**config.mk**
```make
export PLATFORM = sky130hd
export DESIGN_NAME = lcd_dfa_ram_wr_arbiter
export DESIGN_NICKNAME = d
export VERILOG_FILES = /design/src/rtl/lcd_dfa_ram_wr_arbiter.sv
export SDC_FILE = /design/constraint.sdc
export NUM_CORES = 1
export LEC_CHECK = 0
export CORE_ASPECT_RATIO = 1.5
export CORE_UTILIZATION = 37
export CTS_CLUSTER_DIAMETER = 100
export DETAILED_ROUTE_END_ITERATION = 16
export PLACE_DENSITY = 0.85
export SKIP_CTS_REPAIR_TIMING = 1
export SLEW_MARGIN = 5
export SYNTH_ARGS = -nofsm -noshare
export SYNTH_HDL_FRONTEND = slang
export SYNTH_SLANG_ARGS = --single-unit
```
**constraint.sdc**
```tcl
create_clock -name clk -period 2 [get_ports clk]
set_clock_uncertainty 0.2 [all_clocks]
set_input_delay 0.3 -clock clk [delete_from_list [all_inputs] [get_ports clk]]
set_output_delay 0.3 -clock clk [all_outputs]
set_load 0.02 [all_outputs]
```
**src/rtl/lcd_dfa_ram_wr_arbiter.sv**
```systemverilog
// Round-robin arbiter merging NUM_REQ write requesters onto one RAM write port.
// Optional post-reset RAM clear sweep is compiled in with `define LCD_DFA_ARB_CLEAR_EN.
module lcd_dfa_ram_wr_arbiter #(
   parameter int NUM_REQ    = 3,
   parameter int DEPTH      = 16,
   parameter int DATA_WIDTH = 8,
   localparam int ADDR_WIDTH = (DEPTH > 1) ? $clog2(DEPTH) : 1,
   localparam int GID_WIDTH  = (NUM_REQ > 1) ? $clog2(NUM_REQ) : 1
) (
   input  logic                          clk,
   input  logic                          reset,
   input  logic [NUM_REQ-1:0]            req_write,
   input  logic [NUM_REQ*ADDR_WIDTH-1:0] req_address,
   input  logic [NUM_REQ*DATA_WIDTH-1:0] req_writedata,
   output logic [NUM_REQ-1:0]            req_waitrequest,
   output logic [ADDR_WIDTH-1:0]         ram_wr_address,
   output logic [DATA_WIDTH-1:0]         ram_wr_writedata,
   output logic                          ram_wr_write,
   input  logic                          ram_wr_waitrequest,
   output logic [GID_WIDTH-1:0]          grant_id,
   output logic                          init_done
);

   logic                  arb_active_s;
   logic                  grant_vld_s;
   logic [GID_WIDTH-1:0]  grant_idx_s;
   logic                  accept_s;
   logic [GID_WIDTH-1:0]  rr_ptr_q;
   logic                  wr_q;
   logic [ADDR_WIDTH-1:0] addr_q;
   logic [DATA_WIDTH-1:0] data_q;
   logic [GID_WIDTH-1:0]  gid_q;

   // Circular search for the first active requester starting at rr_ptr
   always_comb begin
      int idx;
      idx         = 0;
      grant_vld_s = 1'b0;
      grant_idx_s = '0;
      for (int k = 0; k < NUM_REQ; k++) begin
         idx = int'(rr_ptr_q) + k;
         if (idx >= NUM_REQ) begin
            idx = idx - NUM_REQ;
         end else begin
            idx = idx;
         end
         if (!grant_vld_s && req_write[idx]) begin
            grant_vld_s = 1'b1;
            grant_idx_s = GID_WIDTH'(idx);
         end else begin
            grant_vld_s = grant_vld_s;
         end
      end
   end

   assign accept_s = arb_active_s && !ram_wr_waitrequest && grant_vld_s;

   // Only the accepted requester sees its stall released in this cycle
   always_comb begin
      if (accept_s) begin
         req_waitrequest = ~(NUM_REQ'(1) << grant_idx_s);
      end else begin
         req_waitrequest = '1;
      end
   end

   always_ff @(posedge clk) begin
      if (reset) begin
         wr_q     <= 1'b0;
         addr_q   <= '0;
         data_q   <= '0;
         gid_q    <= '0;
         rr_ptr_q <= '0;
      end else begin
         wr_q <= accept_s;
         if (accept_s) begin
            addr_q <= req_address[int'(grant_idx_s)*ADDR_WIDTH +: ADDR_WIDTH];
            data_q <= req_writedata[int'(grant_idx_s)*DATA_WIDTH +: DATA_WIDTH];
            gid_q  <= grant_idx_s;
            if (grant_idx_s == GID_WIDTH'(NUM_REQ-1)) begin
               rr_ptr_q <= '0;
            end else begin
               rr_ptr_q <= grant_idx_s + GID_WIDTH'(1);
            end
         end else begin
            addr_q   <= addr_q;
            data_q   <= data_q;
            gid_q    <= gid_q;
            rr_ptr_q <= rr_ptr_q;
         end
      end
   end

   assign grant_id = gid_q;

`ifdef LCD_DFA_ARB_CLEAR_EN
   typedef enum logic [0:0] {ST_CLEAR = 1'b0, ST_ARB = 1'b1} state_t;

   state_t                state_q;
   logic [ADDR_WIDTH-1:0] clr_cnt_q;
   logic                  in_clear_s;

   // Zero-fill sweep over every RAM word, advancing only when the RAM accepts
   always_ff @(posedge clk) begin
      if (reset) begin
         state_q   <= ST_CLEAR;
         clr_cnt_q <= '0;
      end else begin
         case (state_q)
            ST_CLEAR: begin
               if (!ram_wr_waitrequest) begin
                  if (clr_cnt_q == ADDR_WIDTH'(DEPTH-1)) begin
                     state_q   <= ST_ARB;
                     clr_cnt_q <= clr_cnt_q;
                  end else begin
                     state_q   <= ST_CLEAR;
                     clr_cnt_q <= clr_cnt_q + ADDR_WIDTH'(1);
                  end
               end else begin
                  state_q   <= ST_CLEAR;
                  clr_cnt_q <= clr_cnt_q;
               end
            end
            ST_ARB: begin
               state_q   <= ST_ARB;
               clr_cnt_q <= clr_cnt_q;
            end
            default: begin
               state_q   <= ST_ARB;
               clr_cnt_q <= '0;
            end
         endcase
      end
   end

   assign in_clear_s       = (state_q == ST_CLEAR) && !reset;
   assign arb_active_s     = (state_q == ST_ARB) && !reset;
   assign init_done        = arb_active_s;
   assign ram_wr_write     = in_clear_s || (wr_q && !reset);
   assign ram_wr_address   = in_clear_s ? clr_cnt_q : addr_q;
   assign ram_wr_writedata = in_clear_s ? {DATA_WIDTH{1'b0}} : data_q;
`else
   logic arb_q;

   // Arbitration opens on the first cycle after reset is released
   always_ff @(posedge clk) begin
      if (reset) begin
         arb_q <= 1'b0;
      end else begin
         arb_q <= 1'b1;
      end
   end

   assign arb_active_s     = arb_q && !reset;
   assign init_done        = arb_active_s;
   assign ram_wr_write     = wr_q && !reset;
   assign ram_wr_address   = addr_q;
   assign ram_wr_writedata = data_q;
`endif

endmodule

```
## After elaboration in Yosys (flattened, before gate mapping)

Cells that the tools add are included.

- Output and inout bits: 19
- Bits of input ports: 42
- Register bits after elaboration: 18
- Word-level logic and storage cells: 54

- Order comparisons: 6
- Add/sub/neg operators: 6
- Muxes and demuxes: 21
- Bitwise gates (word level): 1
- Reduce and logical (&&, ||, !) cells: 10
- Shifts and indexed selects: 3
- Eq/ne operators: 1

Operators with widths:

| operator | count |
|---|---|
| $lt 32x4->1 const B | 3 |
| $mux 32 | 3 |
| $shiftx 24x6->8 | 1 |
| $shiftx 12x5->4 | 1 |
| $mux 1 | 10 |
| $mux 2 | 4 |
| $sub 3x2->4 const B | 2 |
| $bmux 1 s2 | 3 |
| $ge 3x2->1 const B | 2 |
| $logic_and 1x1->1 | 6 |
| $logic_not 1->1 | 4 |
| $add 2x1->3 const B | 1 |
| $add 2x2->3 const B | 1 |
| $mux 3 | 1 |
| $not 3->3 | 1 |
| $shl 1x2->3 const A | 1 |
| $sub 2x2->3 const B | 1 |
| $add 2x1->2 const B | 1 |
| $eq 2x2->1 const B | 1 |
| $ge 2x2->1 const B | 1 |

## Logic depth before layout (Yosys ltp)

- Depth after elaboration: 15
- Mapped depth: 10
- Depth with buffers taken out: 8

## Worst setup path before layout

OpenSTA, ideal clock, no wires.

- Path type: register to output
- From: register rr_ptr_q[0]
- To: output port req_waitrequest[1]
- Arrival time: 1.802 ns
- Slack: -0.302 ns
- Required time: 1.500 ns
- Buffers on the path: 2
- Cell stages (with the launch flop): 10
- Cell sequence: dfxtp_1 -> inv_1 -> ha_1 -> buf_2 -> nand3b_1 -> o221ai_2 -> o21ai_4 -> inv_4 -> buf_8 -> nand3_1

- Cells in the longest elaborated chain, start to end: 15
- Elaborated cells between the ends (all ways): 34
- Those cells by class: 5 x add/sub; 3 x order compare; 1 x shift; 19 x mux; 1 x bitwise; 5 x reduce/logical

Ends and longest elaborated chain:

| what | RTL line | source |
|---|---|---|
| start, declared | 28 | `logic [GID_WIDTH-1:0] rr_ptr_q;` |
| start signal, assigned | 83 | `rr_ptr_q <= grant_idx_s + GID_WIDTH'(1);` |
| start signal, assigned | 89 | `rr_ptr_q <= rr_ptr_q;` |
| branches (longest 14 deep; another with $sub 3x2->4) | -- |  |
| $mux 3 (*) | 60 | `if (accept_s) begin` |
| end, declared | 15 | `output logic [NUM_REQ-1:0] req_waitrequest,` |

Mark *: on every way between the ends. The select of a mux whose other input is x is not followed.

## Final worst setup path

- From: register rr_ptr_q[1]
- To: output port req_waitrequest[0]

Same word-level chain as after synthesis.

==> flow_results.xml <==
<?xml version="1.0" encoding="UTF-8"?>
<metrics>
  <group name="outcome">
    <metric name="outcome" unit="">complete, but fails checks</metric>
    <metric name="violations" unit="">negative setup slack</metric>
  </group>
  <group name="grt">
    <metric name="largest_net_degree_at_the_start_of_global_routing" unit="">25</metric>
    <metric name="antenna_found_initial" unit="">0</metric>
    <metric name="gr-total-overflow" unit="">0</metric>
    <metric name="grt_pass1_wl" unit="mm">6.28</metric>
    <metric name="via_count_of_the_first_global_routing_pass" unit="">1461</metric>
    <metric name="grt.total_usage" unit="">0.217</metric>
  </group>
  <group name="routing">
    <metric name="detail_route.iter0.violations" unit="">24</metric>
    <metric name="drt.antenna.violating_nets" unit="">0</metric>
    <metric name="wl_per_cell" unit="um">16.4</metric>
    <metric name="drt_pass1_iterations" unit="">4</metric>
    <metric name="detailroute.via_count" unit="">1430</metric>
    <metric name="postRouteWirelength" unit="mm">4.33</metric>
    <metric name="vias_per_std_cell" unit="">5.42</metric>
    <metric name="drcViolationCount" unit="">0</metric>
  </group>
  <group name="logic_synthesis">
    <metric name="synthDominantAreaCellType" unit="">sky130_fd_sc_hd__dfxtp_1</metric>
    <metric name="mappedNetlistArea" unit="sq mm">0.00129</metric>
    <metric name="synth-seq-cells" unit="">18</metric>
    <metric name="syn_nets" unit="">184</metric>
    <metric name="total_number_of_yosys_warnings" unit="">0</metric>
    <metric name="synth_cell_types" unit="">41</metric>
    <metric name="synth_top_cell_area_share" unit="">0.279</metric>
    <metric name="post_synth_inst_count" unit="">138</metric>
    <metric name="synth.avg_cell_area" unit="sq um">9.37</metric>
    <metric name="synth.area.top_cells" unit="">sky130_fd_sc_hd__dfxtp_1, sky130_fd_sc_hd__nor3_1, sky130_fd_sc_hd__o32ai_2</metric>
    <metric name="synth_seq_area_share" unit="">0.279</metric>
  </group>
  <group name="cells_and_area">
    <metric name="drive_above_1_share" unit="">0.375</metric>
    <metric name="layout.area.seq" unit="sq um">368</metric>
    <metric name="area_growth_syn_to_layout" unit="%">86.1</metric>
    <metric name="fin_cells" unit="">264</metric>
    <metric name="layout_commonest_cell" unit="">sky130_fd_sc_hd__clkdlybuf4s50_1</metric>
    <metric name="mostFrequentLayoutCells" unit="">sky130_fd_sc_hd__clkdlybuf4s50_1, sky130_fd_sc_hd__buf_4, sky130_fd_sc_hd__nor3_1, sky130_fd_sc_hd__dfxtp_1, sky130_fd_sc_hd__inv_1</metric>
    <metric name="final_net_count" unit="">272</metric>
    <metric name="area_used_by_multi_input_combinational_logic" unit="sq um">932</metric>
    <metric name="final.fill_count" unit="">222</metric>
    <metric name="diodes" unit="">0</metric>
  </group>
  <group name="critical_path">
    <metric name="worst_setup_path_start_kind" unit="">flop</metric>
    <metric name="crit_path_top_delay_cell" unit="">sky130_fd_sc_hd__dfxtp_4</metric>
    <metric name="crit_required" unit="ns">1.50</metric>
    <metric name="crit_chain" unit="">inv_4, ha_4, mux2i_4, o221ai_4, nor4b_2, buf_4, o211ai_4, buf_6</metric>
    <metric name="biggest_cell_delay_along_the_critical_path" unit="ns">0.36</metric>
    <metric name="worst_setup_path_end_kind" unit="">output port</metric>
    <metric name="highest_net_fanout_along_the_worst_path" unit="">4</metric>
    <metric name="setup.worst_path.class" unit="">flop to output port</metric>
    <metric name="worstPathArrival" unit="ns">1.98</metric>
  </group>
  <group name="timing">
    <metric name="grt_setup_unrepaired" unit="">yes</metric>
    <metric name="report.final.hold_viol_count" unit="">0</metric>
    <metric name="fmax" unit="GHz">0.403</metric>
    <metric name="slew_violations" unit="">0</metric>
    <metric name="setup-violations-final" unit="">18</metric>
    <metric name="maxSlewHeadroom" unit="">0.809</metric>
    <metric name="finalSetupTns" unit="ns">-5.17</metric>
    <metric name="min_period_over_period" unit="">1.24</metric>
    <metric name="final.min_clock_period" unit="ns">2.48</metric>
    <metric name="tightest_slew" unit="ns">0.286</metric>
    <metric name="final_critical_path_setup_slack" unit="ns">-0.481</metric>
  </group>
  <group name="die">
    <metric name="fp.coreArea" unit="sq mm">0.00325</metric>
    <metric name="std_cell_rows" unit="">25</metric>
    <metric name="io-pin-count" unit="">61</metric>
    <metric name="design.die.area" unit="sq mm">0.00374</metric>
    <metric name="start_util" unit="">0.398</metric>
    <metric name="die_y" unit="um">74.4</metric>
    <metric name="die_x" unit="um">50.3</metric>
  </group>
  <group name="pwr">
    <metric name="pwr_density" unit="mW/mm^2">559</metric>
    <metric name="vdd_ir_drop_max" unit="V">0.000578</metric>
    <metric name="leakagePower" unit="nW">0.915</metric>
    <metric name="finalPower" unit="mW">1.35</metric>
  </group>
  <group name="placement">
    <metric name="dpl.cell_count" unit="">255</metric>
    <metric name="place_congestion" unit="">0.892</metric>
    <metric name="port_buffers" unit="">60</metric>
    <metric name="pre_cts_setup_slack" unit="ns">-0.817</metric>
    <metric name="place_hpwl" unit="mm">3.05</metric>
  </group>
  <group name="clock_network">
    <metric name="max-clock-path-buffers" unit="">2</metric>
    <metric name="tritoncts.num_buffers" unit="">3</metric>
    <metric name="clock_latency" unit="ns">0.25</metric>
    <metric name="tritoncts" unit="">built</metric>
    <metric name="buffer_type_at_the_clock_tree_root" unit="">sky130_fd_sc_hd__clkbuf_8</metric>
    <metric name="numClockSinks" unit="">18</metric>
    <metric name="cts_htree_levels" unit="">1</metric>
    <metric name="cts.reportedPaths.clkPinSlew" unit="ns">0.06</metric>
  </group>
  <group name="min_path">
    <metric name="worst_hold_path_type" unit="">flop to flop</metric>
  </group>
  <group name="job">
    <metric name="max_cap_violations" unit="">0</metric>
  </group>
</metrics>
-- final cells by class --
class,count,share of cell area
clock buffers,3,0.0172
inverters,16,0.0270
repair buffers,93,0.395
flip-flops and latches,18,0.153
multi-input cells,94,0.387
well taps,40,0.0208
-- registers in the layout (all words and copies together), names as in the netlist --
name / cells
arb_q: 1
ram_wr_address: 4
grant_id: 2
wr_q: 1
rr_ptr_q: 2
ram_wr_writedata: 8
-- synth_stat cells --
cell type and n:
sky130_fd_sc_hd__and4b_1 1, sky130_fd_sc_hd__ha_1 4, sky130_fd_sc_hd__and2_2 1, sky130_fd_sc_hd__and3b_1 1, sky130_fd_sc_hd__inv_1 15, sky130_fd_sc_hd__o21ai_2 6, sky130_fd_sc_hd__nand2_2 1, sky130_fd_sc_hd__o211ai_1 1
sky130_fd_sc_hd__buf_6 4, sky130_fd_sc_hd__o2bb2ai_2 1, sky130_fd_sc_hd__dfxtp_1 18, sky130_fd_sc_hd__buf_8 1, sky130_fd_sc_hd__mux2i_4 1, sky130_fd_sc_hd__o221ai_2 2, sky130_fd_sc_hd__o211ai_2 2, sky130_fd_sc_hd__nand2_1 4
sky130_fd_sc_hd__o31ai_2 1, sky130_fd_sc_hd__nor2_1 1, sky130_fd_sc_hd__mux2i_1 2, sky130_fd_sc_hd__and4bb_2 1, sky130_fd_sc_hd__buf_2 2, sky130_fd_sc_hd__nand3_1 1, sky130_fd_sc_hd__o211a_1 1, sky130_fd_sc_hd__a2bb2oi_1 1
sky130_fd_sc_hd__inv_4 1, sky130_fd_sc_hd__nor3_4 1, sky130_fd_sc_hd__nand4bb_1 1, sky130_fd_sc_hd__a2bb2oi_2 1, sky130_fd_sc_hd__nor4b_2 1, sky130_fd_sc_hd__o32ai_2 5, sky130_fd_sc_hd__nand3b_1 3, sky130_fd_sc_hd__o32ai_1 7
sky130_fd_sc_hd__clkbuf_4 1, sky130_fd_sc_hd__a21boi_0 1, sky130_fd_sc_hd__a21oi_1 2, sky130_fd_sc_hd__nor3_1 25, sky130_fd_sc_hd__buf_4 2, sky130_fd_sc_hd__o21ai_0 8, sky130_fd_sc_hd__a31o_2 1, sky130_fd_sc_hd__nor2b_1 4
sky130_fd_sc_hd__o21ai_4 1
-- through the flow --
stage / hold slack (ns) / util / area [sq um]
3_3_place_gp: 0.243 / 0.657 / 2140
6_report: 0.256 / 0.740 / 2410
2_1_floorplan: 0.162 / - / 1370
4_1_cts: 0.263 / 0.670 / 2180
5_1_grt: 0.275 / 0.740 / 2410
3_5_place_dp: 0.253 / 0.657 / 2140
-- where the power goes --
part	switching [mW]	internal [mW]	total [mW]
clock network	0.119	0.134	0.253
logic	0.311	0.374	0.685
registers	0.0187	0.389	0.407
-- path summary, 6_finish.rpt --
kind / cells after the start / slack (ns) / start / end
worst max-delay path: 8 / -0.48 / rr_ptr_q[1]$_SDFFE_PP0N_ / req_waitrequest[0]
worst min-delay path: 2 / 0.26 / grant_id[1]$_SDFFE_PP0N_ / grant_id[1]$_SDFFE_PP0N_
worst max register to register: 11 / -0.32 / rr_ptr_q[1]$_SDFFE_PP0N_ / ram_wr_address[1]$_SDFFE_PP0N_
worst min register to register: 2 / 0.26 / grant_id[1]$_SDFFE_PP0N_ / grant_id[1]$_SDFFE_PP0N_
-- worst max-delay path: cells and delay by family, from the launching register on --
family / cells / cell delay, ns
AOI/OAI and AO/OA: 2 / 0.22
adders and majority gates: 1 / 0.18
DFF: 1 / 0.36
muxes: 1 / 0.27
buffers and inverters: 3 / 0.38
and+or+nand+nor: 1 / 0.32
-- logic make-up after synthesis --
family          share of synthesized area
buf+inv                             0.120
mux                                0.0329
fa+ha+maj                          0.0387
simple gates                        0.220
flops                               0.279
compound gates                      0.310
-- routing by layer --
layer / track usage / vias to the layer above / share of wire
met1: 0.218 / 691 / 0.36
met5: 0 / - / 0
met4: 0.0952 / 0 / 0.021
met2: 0.431 / 46 / 0.59
li1: - / 685 / -
met3: 0.0307 / 8 / 0.034
Note: power is estimated with default switching activity, not from simulation.
